===== config.mk =====
export PLATFORM = sky130hd
export DESIGN_NAME = window_scan_ctrl
export DESIGN_NICKNAME = d
export VERILOG_FILES = /design/src/rtl/sobel_pkg.sv /design/src/rtl/scan_pos_ctr.sv /design/src/rtl/window_scan_ctrl.sv
export SDC_FILE = /design/constraint.sdc
export NUM_CORES = 1
export LEC_CHECK = 0
export BUFFER_PORTS_ARGS = -buffer_cell sky130_fd_sc_hd__clkbuf_2
export CAP_MARGIN = 30
export CORE_MARGIN = 5
export CORE_UTILIZATION = 61
export CTS_CLUSTER_SIZE = 14
export DETAILED_ROUTE_END_ITERATION = 7
export PLACE_DENSITY_LB_ADDON = 0.3
export SLEW_MARGIN = 20
export SYNTH_ARGS = -nofsm -noshare
export SYNTH_HDL_FRONTEND = slang
export SYNTH_HIERARCHICAL = 1
export SYNTH_SLANG_ARGS = --single-unit

===== constraint.sdc =====
create_clock -name clk -period 6 [get_ports clk]
set_input_delay 1.2 -clock clk [delete_from_list [all_inputs] [get_ports clk]]
set_output_delay 1.2 -clock clk [all_outputs]
set_load 0.005 [all_outputs]

===== src/rtl/sobel_pkg.sv =====
// Shared types for the Sobel window sequencer.
// Contents:
//   shift_dir_t  - window buffer shift command (load / right / left / down)
//   scan_state_t - sequencer FSM states
//   reads_for_dir - number of pixel fetches a given move needs
//   load_offset   - {row_off, col_off} of the idx-th pixel of a full 3x3 load
package sobel_pkg;

  typedef enum logic [1:0] {
    DIR_LOAD  = 2'b00,
    DIR_RIGHT = 2'b01,
    DIR_LEFT  = 2'b10,
    DIR_DOWN  = 2'b11
  } shift_dir_t;

  typedef enum logic [2:0] {
    ST_IDLE       = 3'd0,
    ST_PRO        = 3'd1,
    ST_SHIFT_WAIT = 3'd2,
    ST_FETCH      = 3'd3,
    ST_PRESENT    = 3'd4,
    ST_FIN        = 3'd5
  } scan_state_t;

  localparam logic [3:0] LOAD_READS = 4'd9;
  localparam logic [3:0] MOVE_READS = 4'd3;

  // A full load brings in the whole 3x3 window; any single-step move only
  // brings in the one new row or column of three pixels.
  function automatic logic [3:0] reads_for_dir(input shift_dir_t dir);
    return (dir == DIR_LOAD) ? LOAD_READS : MOVE_READS;
  endfunction

  // Row-major walk over the 3x3 block; returns {row_off, col_off}, each 0..2
  // relative to the window's top-left pixel.
  function automatic logic [3:0] load_offset(input logic [3:0] idx);
    logic [3:0] off;
    case (idx)
      4'd0:    off = {2'd0, 2'd0};
      4'd1:    off = {2'd0, 2'd1};
      4'd2:    off = {2'd0, 2'd2};
      4'd3:    off = {2'd1, 2'd0};
      4'd4:    off = {2'd1, 2'd1};
      4'd5:    off = {2'd1, 2'd2};
      4'd6:    off = {2'd2, 2'd0};
      4'd7:    off = {2'd2, 2'd1};
      default: off = {2'd2, 2'd2};
    endcase
    return off;
  endfunction

endpackage


===== src/rtl/scan_pos_ctr.sv =====
// Window-centre position tracker for the serpentine scan.
// Holds the centre column/row and the parity of the current row pass
// (even passes run left-to-right, odd passes right-to-left) and derives the
// next move and whether the current window is the final one of the frame.
// Ports:
//   clk, n_rst - clock, asynchronous active-low reset
//   init       - return to the first centre (1,1), even pass
//   step       - apply next_dir to the position
//   col, row   - current centre coordinates
//   next_dir   - move that follows the current window
//   last_win   - current window is the last of the frame
module scan_pos_ctr
  import sobel_pkg::*;
#(
  parameter int IMG_W  = 16,
  parameter int IMG_H  = 16,
  parameter int ADDR_W = 16
) (
  input  logic              clk,
  input  logic              n_rst,
  input  logic              init,
  input  logic              step,
  output logic [ADDR_W-1:0] col,
  output logic [ADDR_W-1:0] row,
  output shift_dir_t        next_dir,
  output logic              last_win
);

  localparam logic [ADDR_W-1:0] FIRST    = ADDR_W'(1);
  localparam logic [ADDR_W-1:0] COL_LAST = ADDR_W'(IMG_W - 2);
  localparam logic [ADDR_W-1:0] ROW_LAST = ADDR_W'(IMG_H - 2);

  logic odd_pass;

  // Position register. A downward step ends a row pass, so it also flips
  // the pass direction for the next row.
  always_ff @(posedge clk or negedge n_rst) begin
    if (!n_rst) begin
      col      <= FIRST;
      row      <= FIRST;
      odd_pass <= 1'b0;
    end else if (init) begin
      col      <= FIRST;
      row      <= FIRST;
      odd_pass <= 1'b0;
    end else if (step) begin
      case (next_dir)
        DIR_RIGHT: col <= col + FIRST;
        DIR_LEFT:  col <= col - FIRST;
        DIR_DOWN: begin
          row      <= row + FIRST;
          odd_pass <= ~odd_pass;
        end
        default: ;
      endcase
    end
  end

  // Keep moving along the current pass until the row edge, then drop a row.
  always_comb begin
    next_dir = DIR_DOWN;
    if (!odd_pass && (col < COL_LAST)) begin
      next_dir = DIR_RIGHT;
    end else if (odd_pass && (col > FIRST)) begin
      next_dir = DIR_LEFT;
    end
  end

  // The frame ends at the far edge of the bottom row pass.
  assign last_win = (row == ROW_LAST) &&
                    (odd_pass ? (col == FIRST) : (col == COL_LAST));

endmodule


===== src/rtl/window_scan_ctrl.sv =====
// Sequencer for the 3x3 Sobel window buffer.
// Walks the window centre over the image in serpentine order. For each move
// it commands the buffer shift, fetches only the newly exposed pixels from
// image memory (one read outstanding at a time), then presents the finished
// window to the Sobel core and waits for its acknowledge.
// Ports:
//   clk, n_rst      - clock, asynchronous active-low reset
//   start           - begin one frame scan (ignored unless idle)
//   busy / done     - frame in progress / one-cycle end-of-frame pulse
//   mem_rd_req      - read request, held until mem_rd_valid
//   mem_rd_addr     - pixel address row*IMG_W+col
//   mem_rd_valid    - read data delivered to the buffer this cycle
//   wb_start_shift  - one-cycle shift command to the window buffer
//   wb_start_read   - one-cycle buffer write strobe, follows mem_rd_valid
//   wb_shift_direc  - 00 load, 01 right, 10 left, 11 down
//   wb_shift_done   - buffer finished its shift
//   win_valid       - window complete, held until win_ack
//   win_ack         - Sobel core consumed the window
//   win_center      - address of the current window centre
module window_scan_ctrl
  import sobel_pkg::*;
#(
  parameter int IMG_W  = 16,
  parameter int IMG_H  = 16,
  parameter int ADDR_W = 16
) (
  input  logic              clk,
  input  logic              n_rst,
  input  logic              start,
  output logic              busy,
  output logic              done,
  output logic              mem_rd_req,
  output logic [ADDR_W-1:0] mem_rd_addr,
  input  logic              mem_rd_valid,
  output logic              wb_start_shift,
  output logic              wb_start_read,
  output logic [1:0]        wb_shift_direc,
  input  logic              wb_shift_done,
  output logic              win_valid,
  input  logic              win_ack,
  output logic [ADDR_W-1:0] win_center
);

  localparam logic [ADDR_W-1:0] ONE      = ADDR_W'(1);
  localparam logic [ADDR_W-1:0] IMG_W_AW = ADDR_W'(IMG_W);

  scan_state_t       state;
  scan_state_t       state_nxt;
  shift_dir_t        dir;
  shift_dir_t        next_dir;
  logic [3:0]        rd_cnt;
  logic [3:0]        load_off;
  logic [ADDR_W-1:0] col;
  logic [ADDR_W-1:0] row;
  logic [ADDR_W-1:0] fetch_row;
  logic [ADDR_W-1:0] fetch_col;
  logic [ADDR_W-1:0] fetch_addr;
  logic [ADDR_W-1:0] center_addr;
  logic              last_win;
  logic              last_read;
  logic              accept_start;
  logic              win_taken;
  logic              rd_taken;

  assign accept_start = (state == ST_IDLE) && start;
  assign win_taken    = (state == ST_PRESENT) && win_ack;
  assign rd_taken     = (state == ST_FETCH) && mem_rd_valid;
  assign last_read    = (rd_cnt == (reads_for_dir(dir) - 4'd1));

  scan_pos_ctr #(
    .IMG_W (IMG_W),
    .IMG_H (IMG_H),
    .ADDR_W(ADDR_W)
  ) u_pos (
    .clk     (clk),
    .n_rst   (n_rst),
    .init    (accept_start),
    .step    (win_taken && !last_win),
    .col     (col),
    .row     (row),
    .next_dir(next_dir),
    .last_win(last_win)
  );

  // FSM state register.
  always_ff @(posedge clk or negedge n_rst) begin
    if (!n_rst) begin
      state <= ST_IDLE;
    end else begin
      state <= state_nxt;
    end
  end

  // Next-state logic. A full load has nothing to shift out of the buffer,
  // so it does not wait for the shift acknowledge.
  always_comb begin
    state_nxt = state;
    case (state)
      ST_IDLE:       if (start) state_nxt = ST_PRO;
      ST_PRO:        state_nxt = ST_SHIFT_WAIT;
      ST_SHIFT_WAIT: if ((dir == DIR_LOAD) || wb_shift_done) state_nxt = ST_FETCH;
      ST_FETCH:      if (mem_rd_valid && last_read) state_nxt = ST_PRESENT;
      ST_PRESENT:    if (win_ack) state_nxt = last_win ? ST_FIN : ST_PRO;
      ST_FIN:        state_nxt = ST_IDLE;
      default:       state_nxt = ST_IDLE;
    endcase
  end

  // Output decode. Addresses are forced to zero outside the states where
  // they are meaningful so idle outputs are all zero.
  always_comb begin
    busy           = 1'b0;
    done           = 1'b0;
    mem_rd_req     = 1'b0;
    mem_rd_addr    = '0;
    wb_start_shift = 1'b0;
    wb_start_read  = 1'b0;
    wb_shift_direc = dir;
    win_valid      = 1'b0;
    win_center     = '0;
    case (state)
      ST_PRO: begin
        busy           = 1'b1;
        wb_start_shift = 1'b1;
      end
      ST_SHIFT_WAIT: busy = 1'b1;
      ST_FETCH: begin
        busy          = 1'b1;
        mem_rd_req    = 1'b1;
        mem_rd_addr   = fetch_addr;
        wb_start_read = mem_rd_valid;
      end
      ST_PRESENT: begin
        busy       = 1'b1;
        win_valid  = 1'b1;
        win_center = center_addr;
      end
      ST_FIN: done = 1'b1;
      default: ;
    endcase
  end

  // Move direction and fetch counter. The direction is latched once per move
  // so the buffer sees a stable command for the whole fetch.
  always_ff @(posedge clk or negedge n_rst) begin
    if (!n_rst) begin
      dir    <= DIR_LOAD;
      rd_cnt <= '0;
    end else begin
      if (accept_start) begin
        dir <= DIR_LOAD;
      end else if (win_taken && !last_win) begin
        dir <= next_dir;
      end
      if (state == ST_PRO) begin
        rd_cnt <= '0;
      end else if (rd_taken) begin
        rd_cnt <= rd_cnt + 4'd1;
      end
    end
  end

  // Pixel coordinates of the current fetch. The position counter already
  // holds the new centre during the fetch, so moves read one pixel beyond it.
  always_comb begin
    load_off  = load_offset(rd_cnt);
    fetch_row = row;
    fetch_col = col;
    case (dir)
      DIR_LOAD: begin
        fetch_row = row - ONE + ADDR_W'(load_off[3:2]);
        fetch_col = col - ONE + ADDR_W'(load_off[1:0]);
      end
      DIR_RIGHT: begin
        fetch_row = row - ONE + ADDR_W'(rd_cnt[1:0]);
        fetch_col = col + ONE;
      end
      DIR_LEFT: begin
        fetch_row = row - ONE + ADDR_W'(rd_cnt[1:0]);
        fetch_col = col - ONE;
      end
      DIR_DOWN: begin
        fetch_row = row + ONE;
        fetch_col = col - ONE + ADDR_W'(rd_cnt[1:0]);
      end
      default: ;
    endcase
  end

  assign fetch_addr  = fetch_row * IMG_W_AW + fetch_col;
  assign center_addr = row * IMG_W_AW + col;

endmodule


[Word-level counts from Yosys, hierarchy flattened]
Memory sizes are Yosys's and may differ from the RTL's.
Cells that the tools add are included.
Operators by class
  add/subtract/negate cells: 12
  $lt $le $gt $ge: 2
  equality and inequality tests: 19
  muxes and demuxes: 34
  bitwise logic cells: 1
  reductions and logical operators: 22
Operator list (number)
  $mux W16: 7
  $pmux W16 S4: 1
  $pmux W12 S3: 1
  $add A16 B1 Y16 const B: 2
  $add A16 B16 Y16: 2
  $add A16 B2 Y16: 2
  $eq A16 B4 Y1 const B: 2
  $pmux W16 S2: 1
  $add A12 B2 Y12: 2
  $eq A16 B1 Y1 const B: 1
  $gt A16 B1 Y1 const B: 1
  $lt A16 B4 Y1 const B: 1
  $mux W4: 4
  $sub A16 B1 Y16 const B: 1
  $mux W3: 5
  $pmux W3 S5: 1
  $sub A12 B1 Y12 const B: 1
  $mux W1: 11
  $eq A2 B2 Y1 const B: 4
  $logic_and A1 B1 Y1: 8
  $eq A3 B2 Y1 const B: 2
  $eq A3 B3 Y1 const B: 2
  $mux W2: 3
  $ne A2 B2 Y1 const B: 3
  17 further kinds: 22
Storage, ports and cells
  bits in registers: 42
  memory bits (read-only): 32
  input bits: 6
  output and inout port bits: 40
  logic and storage cells: 97
  memories: 1
Memory list
  (name not given): words 8, width 4, read ports 1, clocked after Yosys merged registers in 0, write ports 0, RTL line sobel_pkg.sv:38  | case (idx)

[Longest topological paths before layout]
  depth after elaboration: 8
  depth in mapped cells: 22
  depth with buffers taken out: 21

[By module]
Netlist, hierarchy kept.
Modules (own cells, without submodules)
  window_scan_ctrl: instances 1, cells an instance 546, area each 3681.0 µm², sequential area each 225.2 µm²
  scan_pos_ctr: instances 1, cells an instance 262, area each 2283.4 µm², sequential area each 828.3 µm²

[Worst setup path after synthesis]
Ideal clock, no wire load.
  path type: flip-flop to output port
  from: register dir[0], in the netlist wb_shift_direc[0]
  to: output mem_rd_addr[15]
  arrival: 4.307 ns
  required time: 4.800 ns
  setup slack: 0.493 ns
  stages on the path, launching flop included: 22
  path buffers: 2
  path through: dfrtp_1 -> ha_1 -> clkbuf_1 -> clkbuf_1 -> nor2_1 -> a22oi_1 -> ha_1 -> a21oi_1 -> nor2_1 -> nand3_1 -> xor2_1 -> nor2_1 -> nor2_1 -> ha_1 -> a211oi_1 -> o21ai_0 -> a21oi_1 -> o21ai_0 -> a22o_1 -> o41ai_1 -> xnor3_1 -> nor2_1
Between the ends
  word-level cells in the longest chain between the ends: 5
  elaborated cells between the ends (all ways): 9
  classes of those cells: add/sub: 1; eq/ne: 3; mux: 3; reduce/logical: 2
RTL lines
  from (decl): RTL line window_scan_ctrl.sv:49  | shift_dir_t dir;
  from (signal assigned): RTL line window_scan_ctrl.sv:153  | dir <= next_dir;
  $eq A2 B2 Y1 or $eq A2 B1 Y1 (tied branches): RTL line window_scan_ctrl.sv:169  | case (dir)
  $reduce_or A2 Y1 (no source line)
  $pmux W12 S3: RTL line window_scan_ctrl.sv:169
  $add A16 B16 Y16 (*): RTL line window_scan_ctrl.sv:190  | assign fetch_addr = fetch_row * IMG_W_AW + fetch_col;
  $mux W16 (*): RTL line window_scan_ctrl.sv:121  | case (state)
  to (decl): RTL line window_scan_ctrl.sv:33  | output logic [ADDR_W-1:0] mem_rd_addr,
Every way passes the cells marked *; elsewhere a longest branch is shown, timed or not.

[Worst setup path in the final report]
  from: register u_pos.col[1]
  to: output mem_rd_addr[15]
Between the ends
  word-level cells in the longest chain between the ends: 5
  elaborated cells between the ends (all ways): 7
  classes of those cells: add/sub: 5; mux: 2
RTL lines
  from (decl): RTL line scan_pos_ctr.sv:23  | output logic [ADDR_W-1:0] col,
  from (signal assigned): RTL line scan_pos_ctr.sv:48  | DIR_RIGHT: col <= col + FIRST;
  from (signal assigned): RTL line scan_pos_ctr.sv:49  | DIR_LEFT: col <= col - FIRST;
  $sub A16 B1 Y16: RTL line window_scan_ctrl.sv:172, window_scan_ctrl.sv:180, window_scan_ctrl.sv:184
  $add A16 B2 Y16 (on tied branches): RTL line window_scan_ctrl.sv:184, window_scan_ctrl.sv:172
  $pmux W16 S4 (*): RTL line window_scan_ctrl.sv:169
  $add A16 B16 Y16 (*): RTL line window_scan_ctrl.sv:190
  $mux W16 (*): RTL line window_scan_ctrl.sv:121
Marked as above.

==> results.tsv <==
stage	metric	value	unit
detailed_routing	WL/cell	18.22	µm
yosys	Post-Syn Area	5964	µm²
floorplan	Core Area	9639	µm²
cts	root buffer cell	clkbuf_8	
yosys	Post-synth top cells	nor2_1, nand2_1, a21oi_1, ha_1, o21ai_0	
place	placed inst area	6352	µm²
sta	fin. max-slew vios	0	
worst_setup_path	CP required	4.80	ns
worst_setup_path	Worst setup EP type	output port	
floorplan	Row Count	36	
detailed_routing	WL final	17.88	mm
global_route	largest net degree at the start of global routing	38	
power	Leakage	2.862	nW
cts	clk_lat worst skew	0.31	ns
detailed_routing	ANT nets after route	0	
global_route	total congestion overflow	0	
cts	Hold Buf Count CTS	0	
global_route	vias in the first global route	5847	
sta	Final Hold Fails	0	
sta	worst clock skew	0.008487	ns
detailed_routing	Vias/cell	6.515	
cts	TritonCTS clock tree	built	
cts	clk buf depth	2	
power	PD cells	266.7	nW/µm²
sta	Final period util	0.9676	
floorplan	io pins	46	
cts	CTS buffer count	5	
yosys	number of synthesis warnings	6	
yosys	Mapped Avg Cell Area	7.382	µm²
yosys	post-synthesis register bit count	42	
detailed_routing	DR pass1 iterations	5	
sta	Slew HR	0.5181	
final_layout	count of non-filler cells in the finished layout	981	
global_route	initial antenna violation count	0	
min_path	min-delay worst type	flip-flop to flip-flop	
final_layout	share of layout cells above drive strength 1	0.1616	
yosys	Async SR Flop Fraction	1.000	
final_layout	final non-filler cell area	6683	µm²
yosys	Synth Flop Type	dfrtp_1	
yosys	Post-synth EDFFs	0	
sta	minimum clock period	5.806	ns
worst_setup_path	CP arrival	4.61	ns
final_layout	# nets final	900	
sta	Final setup violation count	0	
floorplan	initial core utilization	0.6188	
yosys	Mapped Cells	808	
sta	fmax	172.2	MHz
detailed_routing	Remaining DRCs	0	
yosys	Mapped Nets	861	
place	routability cong.	0.9335	
job	maxcap violations	0	
sta	slew at the pin with the worst max-slew slack	0.7212	ns
cts	Reg clk slew, reported paths	0.08	ns
place	number of buffers added on ports	45	
status	status	finished, final reports clean	
worst_setup_path	Crit Path Class	flip-flop to output port	
floorplan	die extent in x	108.9	µm
final_layout	Area Growth Syn to Fin	12.04	%
yosys	sequential area share after synthesis	0.1766	
worst_setup_path	crit start category	flip-flop	
global_route	first-pass GRT wire length	28.43	mm
cts	H-Tree Depth	2	
place	Detailed Place HPWL	13.40	mm
cts	Clock Sinks	42	
detailed_routing	Starting DRT DRC Count	599	
final_layout	# diodes	0	
detailed_routing	via total after detailed routing	6391	
worst_setup_path	CP Max Fanout	8	
yosys	leading area contributor after synthesis	dfrtp_1	
floorplan	Die ar.	11850	µm²
yosys	top cells by area, synth	dfrtp_1, ha_1, xnor2_1, nor2_1, a21oi_1	
place	DP Cell Count	962	
yosys	most common cell in the netlist	nor2_1	
yosys	share of the synthesized area in the top cell type	0.1678	
floorplan	die height	108.9	µm
yosys	synth unique cells	77	
power	Max IR drop VDD	0.1632	mV
global_route	gr usage total	0.2984	
cells in the final DEF, fill, tap and decap left out, types with 10 or more instances in the layout:
cell | synthesis | routed
clkbuf_2 | 0 | 45
nor4_1 | 17 | 16
xnor2_1 | 40 | 39
dfrtp_1 | 40 | 37
nand4_1 | 21 | 21
or4_1 | 17 | 17
nand3_1 | 33 | 32
o31ai_1 | 14 | 13
a21oi_1 | 60 | 56
o22ai_1 | 10 | 10
and3_1 | 13 | 13
nand2_1 | 63 | 62
buf_4 | 0 | 31
xor2_1 | 33 | 33
nor2b_1 | 12 | 12
nor2_1 | 85 | 84
inv_1 | 38 | 38
o21ai_0 | 43 | 37
a21o_1 | 11 | 11
or3_1 | 17 | 17
nor3_1 | 25 | 24
ha_1 | 43 | 41
per-stage QoR:
step	total power, W	TNS [ns]	util	hold WS [ns]	setup slack, ns
6_report	0.001782	0	0.6933	0.5595	0.1944
5_1_grt	0.001926	-0.006939	0.6933	0.5974	-0.006939
4_1_cts	0.001710	0	0.6751	0.5633	0.005831
3_5_place_dp	0.001451	0	0.6590	0.5528	0.01188
3_3_place_gp	0.001409	0	0.6562	0.5380	0.1753
2_1_floorplan	0.001117	0	-	0.5190	0.4932
layer usage:
layer | global-route usage | part of all wire | up-vias
li1 | - | - | 3019
met1 | 0.3904 | 0.42 | 3028
met2 | 0.4899 | 0.47 | 292
met3 | 0.04973 | 0.079 | 52
met4 | 0.1181 | 0.034 | 0
met5 | 0 | 0 | -
cell type report:
type,count,area (µm²)
Clock buffer,5,68.82
Tap cell,133,166.4
Sequential cell,42,1057
Timing Repair Buffer,78,500.5
Fill cell,857,2957
Inverter,41,153.9
Clock inverter,3,45.04
Multi-Input combinational cell,679,4691
worst paths after layout:
path,to,cells after the start,start,slack (ns)
max,mem_rd_addr[15],15,u_pos/col[1],0.19
min,u_pos/row[15],2,u_pos/row[15],0.56
max reg2reg,u_pos/row[15],9,state[0],1.90
min reg2reg,u_pos/row[15],2,u_pos/row[15],0.56
max in group asynchronous,u_pos/col[0],2,n_rst,4.52
min in group asynchronous,u_pos/row[10],1,n_rst,0.87
where the power goes:
group | internal, W | leakage (nW) | switching (W)
Combinational | 0.000498 | 2.26 | 0.000661
Clock | 0.000124 | 0.0504 | 0.000111
Sequential | 0.000318 | 0.555 | 0.0000706
cells by family after synthesis:
family / share of synthesized area
adder cells (fa/ha/maj): 0.1036
flip-flops: 0.1766
multiplexers: 0.02706
AO/OA/AOI/OAI: 0.2159
buffers and inverters: 0.05853
AND/OR/NAND/NOR: 0.3073
XOR/XNOR: 0.1110
critical path, stage by stage (launching register included):
cell and delay [ns]:
dfrtp_2 0.46, or3_4 0.38, or4_4 0.52, or4b_4 0.53, and2_2 0.22, nor3_2 0.17
nand2_1 0.13, xnor2_2 0.16, a21oi_2 0.25, ha_4 0.25, and3_1 0.18, a22o_1 0.24
o41ai_4 0.33, xnor3_1 0.26, nor2_1 0.09, clkbuf_2 0.12
registers in the layout, summed over array words and instances, names as in the netlist:
register        cells
u_pos/odd_pass      1
wb_shift_direc      2
rd_cnt              4
state               3
u_pos/row          16
u_pos/col          16
timing repair:
action                     4_1_cts  5_1_grt
setup endpoints to repair        2        3
pin swaps                        4        9
setup buffers                    3        7
resized for setup                7       25
Power figures use the tool's default switching activity.
